File: src/rtl/ddr_pkg.sv
// Shared DDR refresh definitions: controller state encoding and default JEDEC-style timings.
package ddr_pkg;

    typedef enum logic [2:0] {
        WAIT_INI = 3'd0,
        RUN      = 3'd1,
        DRAIN    = 3'd2,
        PREA     = 3'd3,
        WAIT_RP  = 3'd4,
        REF      = 3'd5,
        WAIT_RFC = 3'd6
    } refresh_state_e;

    localparam int DEF_TREFI      = 6240;
    localparam int DEF_TRFC       = 280;
    localparam int DEF_TRP        = 15;
    localparam int DEF_ALMOST_WIN = 64;
    localparam int DEF_MAX_DEBT   = 8;

    // Width of a down-counter that must hold the larger of two reload values minus one.
    function automatic int timer_width(input int a, input int b);
        int m;
        m = (a > b) ? a : b;
        return (m > 1) ? $clog2(m) : 1;
    endfunction

endpackage

File: src/rtl/refresh_ctrl_if.sv
// Command-arbiter side signals of the refresh controller.
interface refresh_ctrl_if;
    logic       ini_done;
    logic       rw_idle;
    logic       bank_open;
    logic       refresh_almost;
    logic       busy;
    logic       prea_rdy;
    logic       refresh_rdy;
    logic       refresh_done;
    logic [3:0] ref_debt;
    logic       ref_err;

    modport master (
        input  ini_done, rw_idle, bank_open,
        output refresh_almost, busy, prea_rdy, refresh_rdy, refresh_done, ref_debt, ref_err
    );

    modport slave (
        output ini_done, rw_idle, bank_open,
        input  refresh_almost, busy, prea_rdy, refresh_rdy, refresh_done, ref_debt, ref_err
    );
endinterface

File: src/rtl/refresh_ctrl.sv
// DRAM auto-refresh scheduler: tracks postponed refreshes and sequences PREA/REF on the bus.
//
// state    | meaning
// WAIT_INI | DRAM not initialised, interval counter held at 0
// RUN      | arbiter owns the bus, refreshes accumulate as debt
// DRAIN    | bus claimed, waiting for in-flight traffic to finish
// PREA     | precharge-all strobe
// WAIT_RP  | tRP recovery after precharge
// REF      | refresh strobe
// WAIT_RFC | tRFC recovery after refresh
module refresh_ctrl
    import ddr_pkg::*;
#(
    parameter int tREFI      = DEF_TREFI,
    parameter int tRFC       = DEF_TRFC,
    parameter int tRP        = DEF_TRP,
    parameter int ALMOST_WIN = DEF_ALMOST_WIN,
    parameter int MAX_DEBT   = DEF_MAX_DEBT
) (
    input  logic           clock,
    input  logic           reset,
    refresh_ctrl_if.master bus
);

    localparam int CNT_W = $clog2(tREFI + 1);
    localparam int TIM_W = timer_width(tRP, tRFC);

    localparam logic [CNT_W-1:0] CNT_LAST  = CNT_W'(tREFI - 1);
    localparam logic [CNT_W-1:0] ALMOST_TH = CNT_W'(tREFI - ALMOST_WIN);
    localparam logic [TIM_W-1:0] RP_LOAD   = TIM_W'(tRP - 1);
    localparam logic [TIM_W-1:0] RFC_LOAD  = TIM_W'(tRFC - 1);
    localparam logic [3:0]       DEBT_MAX  = 4'(MAX_DEBT);

    refresh_state_e   state_q, state_d;
    logic [CNT_W-1:0] cnt_q, cnt_d;
    logic [TIM_W-1:0] tim_q, tim_d;
    logic [3:0]       debt_q, debt_d;
    logic             err_q, err_d;
    logic             almost_q, busy_q, prea_q, ref_q, done_q;
    logic             wrap, ref_issue;

    always_comb begin
        wrap      = (state_q != WAIT_INI) && (cnt_q == CNT_LAST);
        ref_issue = (state_q == REF);

        if (state_q == WAIT_INI || wrap) begin
            cnt_d = '0;
        end else begin
            cnt_d = cnt_q + CNT_W'(1);
        end

        // A wrap and a REF in the same cycle cancel out, even at saturation.
        debt_d = debt_q;
        err_d  = err_q;
        if (wrap && !ref_issue) begin
            if (debt_q == DEBT_MAX) begin
                err_d = 1'b1;
            end else begin
                debt_d = debt_q + 4'd1;
            end
        end else if (!wrap && ref_issue && debt_q != 4'd0) begin
            debt_d = debt_q - 4'd1;
        end

        state_d = state_q;
        tim_d   = tim_q;
        case (state_q)
            WAIT_INI: begin
                if (bus.ini_done) begin
                    state_d = RUN;
                end
            end
            RUN: begin
                if ((debt_q != 4'd0 && bus.rw_idle) || debt_q == DEBT_MAX) begin
                    state_d = DRAIN;
                end
            end
            DRAIN: begin
                if (bus.rw_idle) begin
                    state_d = bus.bank_open ? PREA : REF;
                end
            end
            PREA: begin
                state_d = WAIT_RP;
                tim_d   = RP_LOAD;
            end
            WAIT_RP: begin
                if (tim_q == '0) begin
                    state_d = REF;
                end else begin
                    tim_d = tim_q - TIM_W'(1);
                end
            end
            REF: begin
                state_d = WAIT_RFC;
                tim_d   = RFC_LOAD;
            end
            WAIT_RFC: begin
                if (tim_q == '0) begin
                    state_d = RUN;
                end else begin
                    tim_d = tim_q - TIM_W'(1);
                end
            end
            default: begin
                state_d = WAIT_INI;
            end
        endcase
    end

    // Outputs are registered from the next-state values so they line up with state_q.
    always_ff @(posedge clock) begin
        if (reset) begin
            state_q  <= WAIT_INI;
            cnt_q    <= '0;
            tim_q    <= '0;
            debt_q   <= 4'd0;
            err_q    <= 1'b0;
            almost_q <= 1'b0;
            busy_q   <= 1'b0;
            prea_q   <= 1'b0;
            ref_q    <= 1'b0;
            done_q   <= 1'b0;
        end else begin
            state_q  <= state_d;
            cnt_q    <= cnt_d;
            tim_q    <= tim_d;
            debt_q   <= debt_d;
            err_q    <= err_d;
            almost_q <= (debt_d != 4'd0) || (cnt_d >= ALMOST_TH);
            busy_q   <= !(state_d inside {WAIT_INI, RUN});
            prea_q   <= (state_d == PREA);
            ref_q    <= (state_d == REF);
            done_q   <= (state_d == WAIT_RFC) && (tim_d == '0);
        end
    end

    assign bus.refresh_almost = almost_q;
    assign bus.busy           = busy_q;
    assign bus.prea_rdy       = prea_q;
    assign bus.refresh_rdy    = ref_q;
    assign bus.refresh_done   = done_q;
    assign bus.ref_debt       = debt_q;
    assign bus.ref_err        = err_q;

endmodule

File: src/flat_wrapper.sv
// flat-port wrapper written by rule: the top's interface ports become plain ports
module refresh_ctrl_flat import ddr_pkg::*;
#(
    parameter int tREFI      = DEF_TREFI,
    parameter int tRFC       = DEF_TRFC,
    parameter int tRP        = DEF_TRP,
    parameter int ALMOST_WIN = DEF_ALMOST_WIN,
    parameter int MAX_DEBT   = DEF_MAX_DEBT
)
  (clock, reset, bus_ini_done, bus_rw_idle, bus_bank_open, bus_refresh_almost, bus_busy, bus_prea_rdy, bus_refresh_rdy, bus_refresh_done, bus_ref_debt, bus_ref_err);
  refresh_ctrl_if bus_i ();
  input  logic clock;
  input  logic reset;
  input wire logic [$bits(bus_i.ini_done)-1:0] bus_ini_done;
  input wire logic [$bits(bus_i.rw_idle)-1:0] bus_rw_idle;
  input wire logic [$bits(bus_i.bank_open)-1:0] bus_bank_open;
  output wire logic [$bits(bus_i.refresh_almost)-1:0] bus_refresh_almost;
  output wire logic [$bits(bus_i.busy)-1:0] bus_busy;
  output wire logic [$bits(bus_i.prea_rdy)-1:0] bus_prea_rdy;
  output wire logic [$bits(bus_i.refresh_rdy)-1:0] bus_refresh_rdy;
  output wire logic [$bits(bus_i.refresh_done)-1:0] bus_refresh_done;
  output wire logic [$bits(bus_i.ref_debt)-1:0] bus_ref_debt;
  output wire logic [$bits(bus_i.ref_err)-1:0] bus_ref_err;
  assign bus_i.ini_done = bus_ini_done;
  assign bus_i.rw_idle = bus_rw_idle;
  assign bus_i.bank_open = bus_bank_open;
  assign bus_refresh_almost = bus_i.refresh_almost;
  assign bus_busy = bus_i.busy;
  assign bus_prea_rdy = bus_i.prea_rdy;
  assign bus_refresh_rdy = bus_i.refresh_rdy;
  assign bus_refresh_done = bus_i.refresh_done;
  assign bus_ref_debt = bus_i.ref_debt;
  assign bus_ref_err = bus_i.ref_err;
  refresh_ctrl #(.tREFI(tREFI), .tRFC(tRFC), .tRP(tRP), .ALMOST_WIN(ALMOST_WIN), .MAX_DEBT(MAX_DEBT)) u_core (.clock(clock), .reset(reset), .bus(bus_i));
endmodule
File: config.mk
export PLATFORM = sky130hd
export DESIGN_NAME = refresh_ctrl_flat
export DESIGN_NICKNAME = d
export VERILOG_FILES = /design/src/rtl/ddr_pkg.sv /design/src/rtl/refresh_ctrl_if.sv /design/src/rtl/refresh_ctrl.sv /design/src/flat_wrapper.sv
export SDC_FILE = /design/constraint.sdc
export NUM_CORES = 1
export LEC_CHECK = 0
export CAP_MARGIN = 40
export CORE_MARGIN = 10
export CORE_UTILIZATION = 60
export DETAILED_ROUTE_END_ITERATION = 8
export PLACE_DENSITY = 0.82
export SLEW_MARGIN = 20
export SYNTH_ARGS = -nofsm -noshare
export SYNTH_HDL_FRONTEND = slang
export SYNTH_SLANG_ARGS = --single-unit
export TNS_END_PERCENT = 10
File: constraint.sdc
create_clock -name clock -period 3.66 [get_ports clock]
set_input_delay 1.098 -clock clock [delete_from_list [all_inputs] [get_ports clock]]
set_output_delay 1.098 -clock clock [all_outputs]
set_load 0.01 [all_outputs]
==> results.ini <==
[finish]
fin_area_um2=2137
final_cell_mix=dfxtp_1, nor2_1, clkdlybuf4s50_1, nand3_1, nand2_1
num_antenna_cells=0
layout_commonest_cell=dfxtp_1
drive_above_1_share_pct=5.761
register_area_um2=700.7
fillCellCount=266
final_net_count=254
area_growth_pct=10.26
multi_input_area_um2=1166
fin_cells=287

[clocking]
cts_setup_buffers=0
clkLatencyLatePin_ps=340
ctsResizeCount=0
clock-sinks=35
ctsHoldBuffers=0
cts_buffer_depth=2
path_clk_slew_ps=100
htreeDepth=2
cts_tree=yes
cts_root_buf=clkbuf_4
numCtsBuffers=5

[hold_path]
hp-start=u_core.cnt_q[0]
whs_endpoint=u_core.cnt_q[0]
min_delay_path_depth=1
holdCritPathClass=register to register

[logic_synthesis]
ys_ff_latch=35
ys_seq_area_share_pct=36.15
syn_area_per_cell_um2=8.354
syn_nets=242
ys.flop_type=dfxtp_1
synth_warnings=0
netlist_area_um2=1938
synth_edf_count=0
synth_area_leaders=dfxtp_1, nor2_1, xnor2_1
synth_cells=232
postSynth.asyncResetShare_pct=0
synth_top_area_cell=dfxtp_1
synth_top_area_share_pct=36.15
yosysUniqueCellTypes=51

[critical_path]
endpoint_kind=output port
cp_num_cells=1
start_kind=register
reg2reg_slack_ps=1290
critPathKind=register to output port
crit_path_cell_trace=clkdlybuf4s50_1
critPathSlowestCell=clkdlybuf4s50_1
cp_top_family=buffers and inverters
r2r-end=u_core.bus.refresh_done
cp_max_fo=8
max_stage_delay_ps=580
worstPathArrival_ps=1380
cp_num_buf_inv=1
reg2reg_from=u_core.state_q[2]
critPathRequiredTime_ps=2560
rr_worst_depth=6

[floorplanning]
die_y_um=76.84
ios=15
fp.coreArea_um2=3078
std_cell_rows=20
start_util_pct=62.97
dieArea_um2=5904
die_x_um=76.84

[pwr]
p_leak_uw=0.0007704
cellPowerDensity_nw_per_um2=280.7
p_total_uw=599.8
ir_worst_vdd_v=0.0002003

[routing]
antenna_left=0
drc=0
avgViaCountPerCell=5.826
drtPass1Iterations=4
wl_per_cell_um=13.87
first_iter_violations=147
wirelength_mm=3.982
vias=1672

[outcome]
outcome=complete, no violations

[global_route]
grt_overflow=0
antenna_found_initial=0
grt_use_total_pct=14.21
grt_pass1_wl_mm=7.113
grt_pass1_vias=1623
grt_start_max_net_pins=22

[flow_run]
cap_violations=0

[timing]
finalHoldViolCount=0
min_period_over_period_pct=67.72
max-slew-margin-rel_pct=52.22
worst_slack_ps=1181
fin_setup_tns_ps=0
fmax_mhz=403.5
tightestPinTransition_ps=715.7
setup_viol=0
final.setup_skew_ps=5.676
fin_crit_ps=2479
slew_violations=0
rsz0062_at_grt=no

[placed_design]
portBuffers=14
dp_slack_ps=1003
gp_congestion=0.8784
placed_area_um2=2096
dp.cells=281
dp_hpwl_mm=2.918

power breakdown:
part | total, uW | internal, uW | leakage (uW) | switching [uW]
clock | 188 | 68.2 | 0.0000242 | 119
sequential | 388 | 382 | 0.000282 | 5.50
combinational | 24.4 | 10.8 | 0.000464 | 13.5
total | 600 | 461 | 0.000770 | 138
flip-flops by register name, indices dropped and copies added, names as in the netlist:
name,count
u_core.state_q,3
u_core.cnt_q,13
u_core.bus.ref_err,1
u_core.bus.busy,1
u_core.bus.refresh_done,1
u_core.bus.refresh_rdy,1
u_core.bus.refresh_almost,1
u_core.tim_q,9
u_core.bus.prea_rdy,1
u_core.bus.ref_debt,4
logic make-up after synthesis:
| family | Yosys count | share of synthesized area, % |
|---|---|---|
| buf+inv | 17 | 3.680 |
| xor+xnor | 16 | 7.231 |
| fa+ha+maj | 9 | 5.294 |
| compound gates | 40 | 14.20 |
| simple gates | 110 | 30.73 |
| mux | 5 | 2.711 |
| flops | 35 | 36.15 |
Yosys cell counts, drive strengths merged, types with 3 or more instances:
library cell	instances
a21oi	9
clkbuf	8
or3	4
maj3	4
nand2b	4
xnor2	8
dfxtp	35
a31oi	5
and3	4
nor4	4
a2bb2oi	3
nand2	11
mux2i	3
xor2	8
nand4	4
nor3	11
nor2	31
nand3	12
inv	7
nor2b	9
ha	5
o21ai	8
final cells by class:
type,count,area share [%]
inverter,7,1.230
multi-input combinational,180,54.57
tap,44,2.576
timing repair buffer,15,6.909
sequential,35,32.79
clock buffer,6,1.932
stage by stage:
step           hold WS, ps  utilization [%]
3_3_place_gp         457.6            68.09
5_1_grt              529.1            69.43
4_1_cts              493.5            69.43
6_report             486.0            69.43
3_5_place_dp         467.5            68.09
2_1_floorplan        441.1                -
worst max-delay path by stage:
stage	startpoint	end
after floorplan	u_core.cnt_q[0]	u_core.bus.refresh_almost
after global placement	reset	u_core.bus.refresh_done
after detailed placement	reset	u_core.bus.refresh_done
after CTS	u_core.bus.ref_debt[3]	bus_ref_debt[3]
after global routing	u_core.state_q[2]	u_core.bus.refresh_done
final	u_core.bus.ref_debt[2]	bus_ref_debt[2]
metal layers:
| layer | routed length (um) | GRT usage [%] | vias to the layer above | part of all wire [%] |
|---|---|---|---|---|
| li1 | - | - | 864 | - |
| met1 | 1999 | 17.70 | 753 | 50 |
| met2 | 1655 | 21.08 | 44 | 42 |
| met3 | 247 | 4.312 | 11 | 6.2 |
| met4 | 80 | 8.178 | 0 | 2.0 |
| met5 | 0 | 0 | - | 0 |
(Power assumes the default switching activity.)
